===== src/rtl/sys_bus_responder.sv =====
// sys_bus_responder: system-space slave on the sys bus.
// Holds an ID register, a scratch register, a cycle timer with compare match
// and interrupt, and a show-ahead output FIFO drained over a valid/ready port.
// Reads are registered and valid the cycle after sys_read.
module sys_bus_responder #(
    parameter logic [31:0] BASE     = 32'hFFFF_0000,
    parameter logic [31:0] ID_VALUE = 32'h4350_0001,
    parameter int          FIFO_AW  = 3
) (
    input  logic        clk,
    input  logic        rst,
    input  logic [31:0] sys_r_addr,
    input  logic        sys_read,
    output logic [31:0] sys_r_line,
    input  logic [31:0] sys_w_addr,
    input  logic [31:0] sys_w_line,
    input  logic        sys_write,
    output logic        exc,
    output logic        irq,
    output logic [31:0] out_data,
    output logic        out_valid,
    input  logic        out_ready
);

    localparam int                 DEPTH     = 2 ** FIFO_AW;
    localparam logic [FIFO_AW:0]   DEPTH_CNT = (FIFO_AW + 1)'(DEPTH);
    localparam logic [FIFO_AW:0]   CNT_ONE   = (FIFO_AW + 1)'(1);
    localparam logic [FIFO_AW-1:0] PTR_ONE   = FIFO_AW'(1);

    localparam logic [7:0] OFF_ID      = 8'h00;
    localparam logic [7:0] OFF_SCRATCH = 8'h04;
    localparam logic [7:0] OFF_TCNT    = 8'h08;
    localparam logic [7:0] OFF_TCMP    = 8'h0C;
    localparam logic [7:0] OFF_TCTRL   = 8'h10;
    localparam logic [7:0] OFF_TSTAT   = 8'h14;
    localparam logic [7:0] OFF_FDATA   = 8'h18;
    localparam logic [7:0] OFF_FSTAT   = 8'h1C;

    // Address falls inside the 256-byte window
    function automatic logic addr_hit(input logic [31:0] addr);
        return addr[31:8] == BASE[31:8];
    endfunction

    // Hit on an unmapped offset or a misaligned word address
    function automatic logic addr_bad(input logic [31:0] addr);
        return addr_hit(addr) && ((addr[7:0] >= 8'h20) || (addr[1:0] != 2'b00));
    endfunction

    logic [31:0]        scratch_r;
    logic [31:0]        tcnt_r;
    logic [31:0]        tcmp_r;
    logic [2:0]         tctrl_r;
    logic               match_r;
    logic               irq_r;
    logic [31:0]        r_line_r;
    logic               exc_r;
    logic [31:0]        fifo_mem_r [DEPTH];
    logic [FIFO_AW-1:0] wr_ptr_r;
    logic [FIFO_AW-1:0] rd_ptr_r;
    logic [FIFO_AW:0]   count_r;
    logic               overflow_r;

    logic [7:0]  r_off_s;
    logic [7:0]  w_off_s;
    logic        r_ok_s;
    logic        w_ok_s;
    logic        exc_s;
    logic        fifo_empty_s;
    logic        fifo_full_s;
    logic        pop_s;
    logic        push_req_s;
    logic        push_s;
    logic        ovf_set_s;
    logic        timer_hit_s;
    logic [31:0] tcnt_nxt_s;
    logic [31:0] fifo_stat_s;
    logic [31:0] rdata_s;

    assign r_off_s      = sys_r_addr[7:0];
    assign w_off_s      = sys_w_addr[7:0];
    assign r_ok_s       = sys_read && addr_hit(sys_r_addr) && !addr_bad(sys_r_addr);
    assign w_ok_s       = sys_write && addr_hit(sys_w_addr) && !addr_bad(sys_w_addr);
    assign exc_s        = (sys_read && addr_bad(sys_r_addr)) || (sys_write && addr_bad(sys_w_addr));
    assign fifo_empty_s = (count_r == '0);
    assign fifo_full_s  = (count_r == DEPTH_CNT);
    assign pop_s        = !fifo_empty_s && out_ready;
    assign push_req_s   = w_ok_s && (w_off_s == OFF_FDATA);
    // A push into a full FIFO is only accepted when the head leaves the same cycle
    assign push_s       = push_req_s && (!fifo_full_s || pop_s);
    assign ovf_set_s    = push_req_s && fifo_full_s && !pop_s;
    assign timer_hit_s  = tctrl_r[0] && (tcnt_r == tcmp_r);

    // Timer next value: bus write beats reload, reload beats increment
    always_comb begin
        tcnt_nxt_s = tcnt_r;
        if (w_ok_s && (w_off_s == OFF_TCNT)) begin
            tcnt_nxt_s = sys_w_line;
        end else if (timer_hit_s && tctrl_r[1]) begin
            tcnt_nxt_s = 32'h0000_0000;
        end else if (tctrl_r[0]) begin
            tcnt_nxt_s = tcnt_r + 32'd1;
        end else begin
            tcnt_nxt_s = tcnt_r;
        end
    end

    // FIFO status word as seen before this cycle's push/pop
    always_comb begin
        fifo_stat_s            = 32'h0000_0000;
        fifo_stat_s[FIFO_AW:0] = count_r;
        fifo_stat_s[16]        = fifo_empty_s;
        fifo_stat_s[17]        = fifo_full_s;
        fifo_stat_s[18]        = overflow_r;
    end

    // Read data mux over the register map (pre-write values)
    always_comb begin
        rdata_s = 32'h0000_0000;
        case (r_off_s)
            OFF_ID:      rdata_s = ID_VALUE;
            OFF_SCRATCH: rdata_s = scratch_r;
            OFF_TCNT:    rdata_s = tcnt_r;
            OFF_TCMP:    rdata_s = tcmp_r;
            OFF_TCTRL:   rdata_s = {29'd0, tctrl_r};
            OFF_TSTAT:   rdata_s = {31'd0, match_r};
            OFF_FSTAT:   rdata_s = fifo_stat_s;
            default:     rdata_s = 32'h0000_0000;
        endcase
    end

    // Registered read data and bad-access pulse
    always_ff @(posedge clk) begin
        if (rst) begin
            r_line_r <= 32'h0000_0000;
            exc_r    <= 1'b0;
        end else begin
            exc_r <= exc_s;
            if (sys_read) begin
                r_line_r <= r_ok_s ? rdata_s : 32'h0000_0000;
            end
        end
    end

    // Writable registers, timer and interrupt
    always_ff @(posedge clk) begin
        if (rst) begin
            scratch_r <= 32'h0000_0000;
            tcnt_r    <= 32'h0000_0000;
            tcmp_r    <= 32'h0000_0000;
            tctrl_r   <= 3'b000;
            match_r   <= 1'b0;
            irq_r     <= 1'b0;
        end else begin
            tcnt_r <= tcnt_nxt_s;
            irq_r  <= match_r && tctrl_r[2];
            if (w_ok_s && (w_off_s == OFF_SCRATCH)) begin
                scratch_r <= sys_w_line;
            end
            if (w_ok_s && (w_off_s == OFF_TCMP)) begin
                tcmp_r <= sys_w_line;
            end
            if (w_ok_s && (w_off_s == OFF_TCTRL)) begin
                tctrl_r <= sys_w_line[2:0];
            end
            // A new match wins over a same-cycle clear
            if (timer_hit_s) begin
                match_r <= 1'b1;
            end else if (w_ok_s && (w_off_s == OFF_TSTAT) && sys_w_line[0]) begin
                match_r <= 1'b0;
            end
        end
    end

    // FIFO pointers, occupancy and sticky overflow
    always_ff @(posedge clk) begin
        if (rst) begin
            wr_ptr_r   <= '0;
            rd_ptr_r   <= '0;
            count_r    <= '0;
            overflow_r <= 1'b0;
        end else begin
            if (push_s) begin
                wr_ptr_r <= wr_ptr_r + PTR_ONE;
            end
            if (pop_s) begin
                rd_ptr_r <= rd_ptr_r + PTR_ONE;
            end
            case ({push_s, pop_s})
                2'b10:   count_r <= count_r + CNT_ONE;
                2'b01:   count_r <= count_r - CNT_ONE;
                default: count_r <= count_r;
            endcase
            if (ovf_set_s) begin
                overflow_r <= 1'b1;
            end else if (w_ok_s && (w_off_s == OFF_FSTAT) && sys_w_line[18]) begin
                overflow_r <= 1'b0;
            end
        end
    end

    // FIFO storage; contents are don't-care outside the valid window
    always_ff @(posedge clk) begin
        if (!rst && push_s) begin
            fifo_mem_r[wr_ptr_r] <= sys_w_line;
        end
    end

    assign sys_r_line = r_line_r;
    assign exc        = exc_r;
    assign irq        = irq_r;
    assign out_valid  = !fifo_empty_s;
    assign out_data   = fifo_empty_s ? 32'h0000_0000 : fifo_mem_r[rd_ptr_r];

endmodule

===== config.mk =====
export PLATFORM = sky130hd
export DESIGN_NAME = sys_bus_responder
export DESIGN_NICKNAME = d
export VERILOG_FILES = /design/src/rtl/sys_bus_responder.sv
export SDC_FILE = /design/constraint.sdc
export NUM_CORES = 1
export LEC_CHECK = 0
export BUFFER_PORTS_ARGS = -buffer_cell sky130_fd_sc_hd__buf_4
export CAP_MARGIN = 15
export CORE_ASPECT_RATIO = 0.9
export CORE_MARGIN = 5
export CORE_UTILIZATION = 50
export DETAILED_ROUTE_END_ITERATION = 7
export GPL_TIMING_DRIVEN = 0
export PLACE_DENSITY = 0.69
export SETUP_SLACK_MARGIN = 0.1
export SLEW_MARGIN = 15
export SYNTH_ARGS = -nofsm -noshare
export SYNTH_HDL_FRONTEND = slang
export SYNTH_SLANG_ARGS = --single-unit

===== constraint.sdc =====
create_clock -name clk -period 7.45 [get_ports clk]
set_clock_uncertainty 0.2 [all_clocks]
set_input_delay 1.1175 -clock clk [delete_from_list [all_inputs] [get_ports clk]]
set_output_delay 1.1175 -clock clk [all_outputs]
set_load 0.02 [all_outputs]

==> flow_summary.ini, run 1 <==
[global_routing]
grt_max_degree = 23
grt_overflow_total = 0
grt_pass1_vias = 11900
grt_first_pass_wirelength_um = 71600
grt_usage_pct = 24.9
antenna_found_initial = 0

[final_layout]
area_growth_syn_to_layout_pct = 20.3
drive_above_1_share_pct = 22.1
fin_nets = 1674
layoutNonFillerInstCount = 2061
diodes = 0
final_area_sq_mm = 0.0205

[place]
portBuffers = 165
place_congestion = 0.939
post-dp-hpwl_um = 33600
dpl_cell_area_sq_mm = 0.0192
dp.cells = 1986

[yosys]
async_flop_share_pct = 0
yosysWarningCount = 0
yosys-top-cells-area = edfxtp_1 45%, dfxtp_1 17%, mux4_2 8.5%, nand2_1 4.3%, a21oi_1 3.5%
yosysTopAreaCell = edfxtp_1
synth-edff-count = 256
avgSynthCellArea_sq_um = 12.7
synth-main-ff-cell = edfxtp_1
synth_cell_types = 58
ys_ff_latch = 404
synth_nets = 1447
synth-seq-area-share_pct = 62.4
syn_inst = 1340
yosysTopAreaCellShare_pct = 45.1
syn_area_sq_mm = 0.0171

[clock_network]
cts_sinks = 404
cts_setup_buffers = 0
hold_buffers = 0
cts.clk_slew.worst_paths_ps = 60
cts-root-buf = clkbuf_16
cts_tree = built
insertion_delay_ps = 550
cts.repair.resized = 0
cts_buffers = 41
cts_buffer_depth = 3
cts-htree-levels = 2

[sta]
period_needed_ps = 4590
max_slew_margin_pct = 22.5
slew_violations = 0
rsz0062_at_grt = false
tightest_slew_ps = 1150
setup_violations = 0
finalHoldViolCount = 0
fmax_mhz = 218
period_share_pct = 61.6

[die]
die_w_um = 205
row_count = 64
boundaryPins = 168
dieArea_sq_mm = 0.0379
core_area_sq_mm = 0.0339
start_util_pct = 50.4
die_h_um = 185

[critical_path]
crit_type = flop to output port
crit_fanout = 10
arrival_ps = 3270
cp-start-kind = flop
critical-path-max-stage-delay_ps = 750
crit_family = buffers and inverters
required_ps = 6130
critical_path.cell_chain = clkbuf_1 > buf_1 > mux4_2 > mux2i_1 > nor2_1 > buf_4
critPathCaptureType = output port
cp_slowest_cell = buf_1
crit_buf_inv = 3
r2r_setup_slack_ps = 4080

[routing]
wl_per_cell_um = 22.9
wl_um = 47200
wl_met3_um = 3710
remaining_drc_errors = 0
drt.antenna.violating_nets = 0
vias = 11800
drtIter0Drc = 1187
wl_met1_um = 20100
met2_wirelength_um = 22200
dr.pass1.iters = 6
top_layer_used = met4
vias_per_cell = 5.74

[power_and_ir_drop]
combPwrFrac_pct = 19.5
pwr_density_cell_mw_per_mm2 = 269
p_seq_share_pct = 43.7
pwr-share-clk_pct = 36.8
p_leak_nw = 6.76
power.switching_mw = 1.50
ir_drop_v = 0.000178
power.internal_mw = 4.03
p_sw_share_pct = 27.1

[run]
drv_cap = 0

[hold_path]
hold_class = flop to flop

[status]
status = finished, final reports clean
==> cells in the final DEF (no fill, tap or decap), types with 10 or more instances in the layout <==
master	instances
nor2b_1	15
clkinv_2	11
nand2b_1	52
nand3_1	32
a222oi_1	21
clkbuf_1	62
mux2i_1	38
inv_1	11
nand4_1	28
edfxtp_1	256
buf_2	19
xnor2_1	44
buf_1	10
dfxtp_1	148
a21oi_1	120
a22oi_1	18
nor3_1	17
buf_4	171
xor2_1	18
nor4_1	12
mux4_2	64
o21ai_0	22
clkbuf_8	10
clkbuf_16	42
nand2_1	194
nor2_1	69
==> layout make-up <==
class | instances | area (sq um)
Multi-Input combinational cell | 841 | 6050
Timing Repair Buffer | 184 | 1470
Clock inverter | 16 | 133
Tap cell | 462 | 578
Buffer | 84 | 383
Inverter | 11 | 41.3
Fill cell | 2638 | 13400
Clock buffer | 59 | 1210
Sequential cell | 404 | 10700
==> sequential cells by signal, indices dropped and copies added, names as in the netlist, named ones only <==
register / cells
fifo_mem_r: 256
overflow_r: 1
irq: 1
rd_ptr_r: 3
tcnt_r: 32
match_r: 1
tctrl_r: 3
exc: 1
scratch_r: 32
wr_ptr_r: 3
count_r: 4
sys_r_line: 32
tcmp_r: 32
==> worst min-delay path: stages, from the launching register on <==
cell and delay, ps:
dfxtp_1 310, nand2_1 50, a21oi_1 50
==> cells in the mapped netlist, drive strengths merged, types with 2 or more instances <==
| master | count |
|---|---|
| a222oi | 21 |
| nand4b | 3 |
| a31oi | 5 |
| a22oi | 18 |
| nand3b | 2 |
| or4b | 3 |
| nor2b | 15 |
| mux2i | 38 |
| a211oi | 2 |
| nor3 | 17 |
| nor3b | 2 |
| dfxtp | 148 |
| edfxtp | 256 |
| ha | 5 |
| mux4 | 64 |
| o21ai | 22 |
| nor4b | 4 |
| clkbuf | 55 |
| and2 | 4 |
| o211ai | 2 |
| and3 | 4 |
| inv | 11 |
| nand4 | 28 |
| or4 | 5 |
| nor4 | 18 |
| a21oi | 120 |
| buf | 29 |
| and4 | 7 |
| xnor2 | 44 |
| nand2 | 195 |
| nand2b | 52 |
| xor2 | 18 |
| nor2 | 75 |
| nand3 | 32 |
==> cell families (layout without fill, tap and decap cells) <==
| family | count (synthesis) | count (layout) | share of synthesized area (%) |
|---|---|---|---|
| flops | 404 | 404 | 62.4 |
| fa+ha+maj | 6 | 6 | 0.484 |
| xor+xnor | 62 | 62 | 3.18 |
| compound gates | 201 | 201 | 7.13 |
| buf+inv | 95 | 354 | 2.49 |
| simple gates | 469 | 469 | 13.5 |
| mux | 103 | 103 | 10.7 |
==> worst paths after layout <==
| kind | start | endpoint | cells after the start |
|---|---|---|---|
| setup / recovery | flop | out_data[0] | 6 |
| hold / removal | scratch_r[7]$_SDFFE_PP0P_ | scratch_r[7]$_SDFFE_PP0P_ | 2 |
| hold reg to reg | scratch_r[7]$_SDFFE_PP0P_ | scratch_r[7]$_SDFFE_PP0P_ | 2 |
| setup reg to reg | count_r[3]$_SDFFE_PP0P_ | count_r[3]$_SDFFE_PP0P_ | 11 |
==> power by group through the flow <==
stage	sequential [mW]	clock [mW]	combinational [mW]
global route	2.41	2.17	1.17
detailed placement	2.46	0	1.09
floorplan	2.45	0	0.658
finish	2.41	2.03	1.08
global placement	2.46	0	1.07
CTS	2.41	2.06	1.09
==> layer usage <==
metal  up-vias  track usage, %
met2       562            41.1
met1      5745            34.9
met3        76            3.92
li1       5447               -
met5         -               0
met4         0            6.97
==> stage by stage <==
step / power, mW / utilization (%) / worst slack (ps) / TNS [ps] / hold slack [ps]
finish: 5.52 / 60.6 / 2860 / 0 / 258
global route: 5.75 / 60.6 / 2600 / 0 / 274
CTS: 5.57 / 60.6 / 2710 / 0 / 256
detailed placement: 3.55 / 56.6 / 2650 / 0 / 248
global placement: 3.53 / 55.7 / -2030 / -127310 / 242
floorplan: 3.11 / - / 1200 / 0 / 223
(Power assumes the default switching activity.)
==> run 2, diff against run 1 <==
Settings changed: ABC_AREA set to 1, PLACE_DENSITY 0.69 to 0.72.
Clock period 7.45 ns to 4.2 ns, I/O delays scaled along.
==> flow_summary.ini, run 2 <==
[die]
boundaryPins = 168
start_util_pct = 50.6
row_count = 66
die_w_um = 212
dieArea_sq_mm = 0.0405
die_h_um = 192
core_area_sq_mm = 0.0362

[status]
status = finished with violations
violations = design-rule violations

[global_routing]
grt_pass1_vias = 15900
grt_first_pass_wirelength_um = 91200
antenna_found_initial = 0
grt_overflow_total = 0
grt_usage_pct = 29.2
grt_max_degree = 23

[sta]
fmax_mhz = 247
max_slew_margin_pct = 35.4
period_share_pct = 96.5
rsz0062_at_grt = false
finalHoldViolCount = 0
tightest_slew_ps = 962
slew_violations = 0
period_needed_ps = 4050
setup_violations = 0

[final_layout]
final_common_cell = nand2_1
area_growth_syn_to_layout_pct = 19.0
final_cell_mix = 310 x nand2_1, 303 x nor2_1, 256 x edfxtp_1
drive_above_1_share_pct = 13.8
fin_nets = 2352
regMostFlops = fifo_mem_r
diodes = 0
post-route-util_pct = 60.2
largest_reg_flops = 256

[critical_path]
cp_slowest_cell = clkbuf_1
critical_path.cell_chain = clkbuf_1 > clkbuf_1 > buf_2 > nor2_1 > nor2_1 > o21ai_0 > a31oi_1 > buf_4
crit_type = flop to output port
critPathCaptureType = output port
required_ps = 3370
rr_startpoint = count_r[2]$_SDFFE_PP0P_
r2r_setup_slack_ps = 910
critical-path-max-stage-delay_ps = 660
arrival_ps = 3220
cp-start-kind = flop
r2r-end = count_r[3]$_SDFFE_PP0P_
crit_fanout = 10
worstRegToRegCells = 15

[power_and_ir_drop]
p_seq_share_pct = 39.8
power.switching_mw = 3.48
p_leak_nw = 8.20
combPwrFrac_pct = 25.5
ir_drop_v = 0.000299
pwr_density_cell_mw_per_mm2 = 495
power.internal_mw = 7.31
p_sw_share_pct = 32.3
finalPower_mw = 10.8
pwr-share-clk_pct = 34.7

[routing]
wl_um = 59900
drt.antenna.violating_nets = 0
drtIter0Drc = 1555
vias = 15900
dr.pass1.iters = 8
remaining_drc_errors = 2
vias_per_cell = 5.76
wl_per_cell_um = 21.7

[yosys]
avgSynthCellArea_sq_um = 9.03
async_flop_share_pct = 0
yosysTopAreaCellShare_pct = 42.0
yosysWarningCount = 0
synth_common_cells = 311 x nor2_1, 310 x nand2_1, 256 x edfxtp_1, 205 x o21ai_0, 170 x inv_1
synth-seq-area-share_pct = 58.2
yosysTopAreaCell = edfxtp_1
synth-main-ff-cell = edfxtp_1
syn_area_sq_mm = 0.0183
synth_nets = 2135
yosysMostFrequentCell = nor2_1
synth-edff-count = 256
ys_ff_latch = 404
synth_cell_types = 44
yosys-top-cells-area = edfxtp_1 42%, dfxtp_1 16%, nor2_1 6.4%, nand2_1 6.4%, o21ai_0 5.6%
syn_inst = 2028

[clock_network]
cts_buffer_depth = 3
cts-root-buf = clkbuf_16
cts_buffers = 42
hold_buffers = 0
cts.clk_slew.worst_paths_ps = 60
cts_setup_buffers = 0
cts_sinks = 404
cts-htree-levels = 2
insertion_delay_ps = 560
cts_tree = built
cts.repair.resized = 0

[hold_path]
holdPathStages = 1
hold_class = primary input to flop
min_from = sys_w_line[24]
holdPathEnd = fifo_mem_r[0][24]$_DFFE_PP_

[place]
post-dp-hpwl_um = 44100
place_congestion = 0.988
portBuffers = 165

[run]
drv_cap = 0
[run 2: cell types whose count changed after synthesis, moves of 38 or more]
cell	delta
nand2b_1	-52
mux4_2	-64
mux2i_1	-38
inv_1	+159
xnor2_1	-41
nand2_1	+116
o21ai_1	+58
nand3_1	+44
o21ai_0	+183
nor2_1	+236
[run 2: final cells by class]
class,instances,area (sq um)
inverter,177,664
buffer,114,519
fill,3094,14400
timing repair buffer,173,1420
clock buffer,58,1220
tap,476,596
multi-input combinational,1333,6530
sequential,404,10700
clock inverter,19,179
[run 2: how the worst max path moves through the flow]
| stage | to | slack, ps | cells past startpoint |
|---|---|---|---|
| 4_1_cts | out_data[25] | 210 | 8 |
| 3_3_place_gp | fifo_mem_r[3][8]$_DFFE_PP_ | -1220 | 10 |
| 3_5_place_dp | fifo_mem_r[2][7]$_DFFE_PP_ | 520 | 11 |
| 6_report | out_data[25] | 150 | 8 |
| 2_1_floorplan | fifo_mem_r[1][0]$_DFFE_PP_ | 560 | 9 |
| 5_1_grt | out_data[20] | 120 | 8 |
[run 2: through the flow]
step	setup slack, ps	TNS [ps]	instances	hold WS [ps]	instance area [sq um]
after floorplan	564	0	2028	230	18300
after global placement	-1220	-259190	2669	248	20100
after detailed placement	518	0	2677	252	20400
after CTS	207	0	2754	111	21800
after global routing	119	0	2754	123	21800
final	149	0	2754	132	21800
[run 2: worst max-delay path, delay by kind of cell (launching register included)]
| kind | cells | cell delay [ps] |
|---|---|---|
| AO/OA/AOI/OAI | 2 | 420 |
| buffers and inverters | 4 | 1700 |
| flip-flops | 1 | 400 |
| AND/OR/NAND/NOR | 2 | 150 |
[run 2: logic make-up (layout without fill, tap and decap cells)]
kind of cell	after synthesis	count (layout)	share of synthesized area (%)
flip-flops	404	404	58.2
XOR/XNOR	27	27	1.29
adder cells (fa/ha/maj)	6	6	0.451
AND/OR/NAND/NOR	798	798	18.7
AO/OA/AOI/OAI	502	502	14.9
buffers and inverters	291	541	6.47
[run 2: per-layer routing]
layer	vias to the layer above	part of all wire (%)	track usage [%]
met4	0	4.2	12.0
met1	7479	40	38.6
met5	-	0	0
met2	808	46	47.8
met3	165	9.1	4.97
li1	7423	-	-
[run 2: power by group through the flow]
| stage | Sequential [mW] | Combinational (mW) | Clock (mW) |
|---|---|---|---|
| floorplan | 4.36 | 1.57 | 0 |
| global placement | 4.38 | 2.66 | 0 |
| detailed placement | 4.38 | 2.73 | 0 |
| CTS | 4.29 | 2.75 | 3.78 |
| global route | 4.29 | 3.00 | 3.95 |
| finish | 4.29 | 2.75 | 3.75 |
==> run 3, diff against run 2 <==
Settings changed: RECOVER_POWER set to 100.
==> flow_summary.ini, run 3 (same netlist as run 2, synthesis figures left out) <==
[status]
status = finished with violations
violations = max-capacitance violations, max-slew violations

[routing]
drtIter0Drc = 1521
wl_um = 59900
vias_per_cell = 5.78
vias = 15900
remaining_drc_errors = 0
drt.antenna.violating_nets = 0
wl_met3_um = 5510
met2_wirelength_um = 27500
top_layer_used = met4
dr.pass1.iters = 8
wl_per_cell_um = 21.7
wl_met1_um = 24200

[critical_path]
required_ps = 3370
critPathCaptureType = output port
arrival_ps = 3230
crit_fanout = 10
r2r_setup_slack_ps = 650
cp-start-kind = flop
crit_type = flop to output port

[clock_network]
cts_setup_buffers = 0
cts.clk_slew.worst_paths_ps = 60
cts_buffer_depth = 3
hold_buffers = 0
cts-htree-levels = 2
cts_buffers = 42
cts_sinks = 404
cts_tree = built
insertion_delay_ps = 560
cts.repair.resized = 0
cts-root-buf = clkbuf_16

[final_layout]
fin_nets = 2352
largest_reg_flops = 256
nFillCells = 3232
area_growth_syn_to_layout_pct = 16.0
final_common_cell = nor2_1
layoutNonFillerInstCount = 2755
seqCellArea_sq_mm = 0.0107
drive_above_1_share_pct = 8.82
regMostFlops = fifo_mem_r
multi_input_area_sq_mm = 0.00642
final_cell_mix = 311 x nor2_1, 310 x nand2_1, 256 x edfxtp_1

[global_routing]
grt_first_pass_wirelength_um = 91200
antenna_found_initial = 0
grt_max_degree = 23
grt_overflow_total = 0
grt_usage_pct = 29.2
grt_pass1_vias = 15900

[sta]
slew_violations = 22
setup_violations = 0
setup_tns_ps = 0
fmax_mhz = 246
period_needed_ps = 4060
max_slew_margin_pct = -65.8
rsz0062_at_grt = false
period_share_pct = 96.7
tightest_slew_ps = 2460
finalHoldViolCount = 0

[die]
boundaryPins = 168
start_util_pct = 50.6
die_h_um = 192
die_w_um = 212
dieArea_sq_mm = 0.0405
core_area_sq_mm = 0.0362
row_count = 66

[place]
portBuffers = 165
dp.cells = 2677
place_congestion = 0.988
post-dp-hpwl_um = 44100

[power_and_ir_drop]
ir_drop_v = 0.000300
p_leak_nw = 7.77
pwr_density_cell_mw_per_mm2 = 499

[hold_path]
hold_class = primary input to flop

[run]
drv_cap = 3
## run 3: cell count changes in the layout (fill, tap and decap cells not counted), sizes merged
cell / previous run / this run
buf: 214 / 102
clkbuf: 131 / 243
diode: 0 / 1
## run 3: worst max-delay path: stages, from the launching register on
cell	delay, ps
dfxtp_1	390
clkbuf_1	460
clkbuf_1	670
clkbuf_2	370
nor2_1	80
nor2_1	70
o21ai_0	100
a31oi_1	310
clkbuf_2	230
## run 3: where the power goes
part	internal (mW)	total (mW)	switching [mW]
combinational	0.706	2.56	1.85
clock	2.17	3.74	1.57
sequential	4.25	4.29	0.0468
total	7.12	10.6	3.48
## run 3: layout make-up
type                       instances  area share (%)
buffer                           114            2.34
tap                              476            2.80
clock inverter                    19           0.843
clock buffer                      58            5.75
inverter                         177            3.13
multi-input combinational       1333            30.3
sequential                       404            50.2
timing repair buffer             173            4.71
antenna                            1          0.0118
## run 3: metal layers
| metal | global-route usage, % | up-vias |
|---|---|---|
| met5 | 0 | - |
| met4 | 12.0 | 0 |
| met3 | 4.97 | 172 |
| met2 | 47.8 | 830 |
| met1 | 38.6 | 7500 |
| li1 | - | 7423 |
## run 3: worst paths after layout
kind | cells after the start | start | to
worst min register to register | 2 | rd_ptr_r[2]$_SDFFE_PP0P_ | rd_ptr_r[2]$_SDFFE_PP0P_
worst min-delay path | 4 | out_ready | overflow_r$_SDFFE_PP0P_
worst max register to register | 7 | count_r[2]$_SDFFE_PP0P_ | fifo_mem_r[3][8]$_DFFE_PP_
worst max-delay path | 8 | flop | out_data[25]
## run 3: through the flow
stage	utilization, %	area, sq um	worst slack, ps	power, mW	hold WS (ps)
after floorplan	-	18300	564	5.93	230
after global placement	55.7	20100	-1220	7.04	248
after detailed placement	56.4	20400	518	7.10	252
after CTS	60.2	21800	207	10.8	111
after global routing	58.7	21200	60.7	11.1	238
final	58.7	21200	138	10.6	222
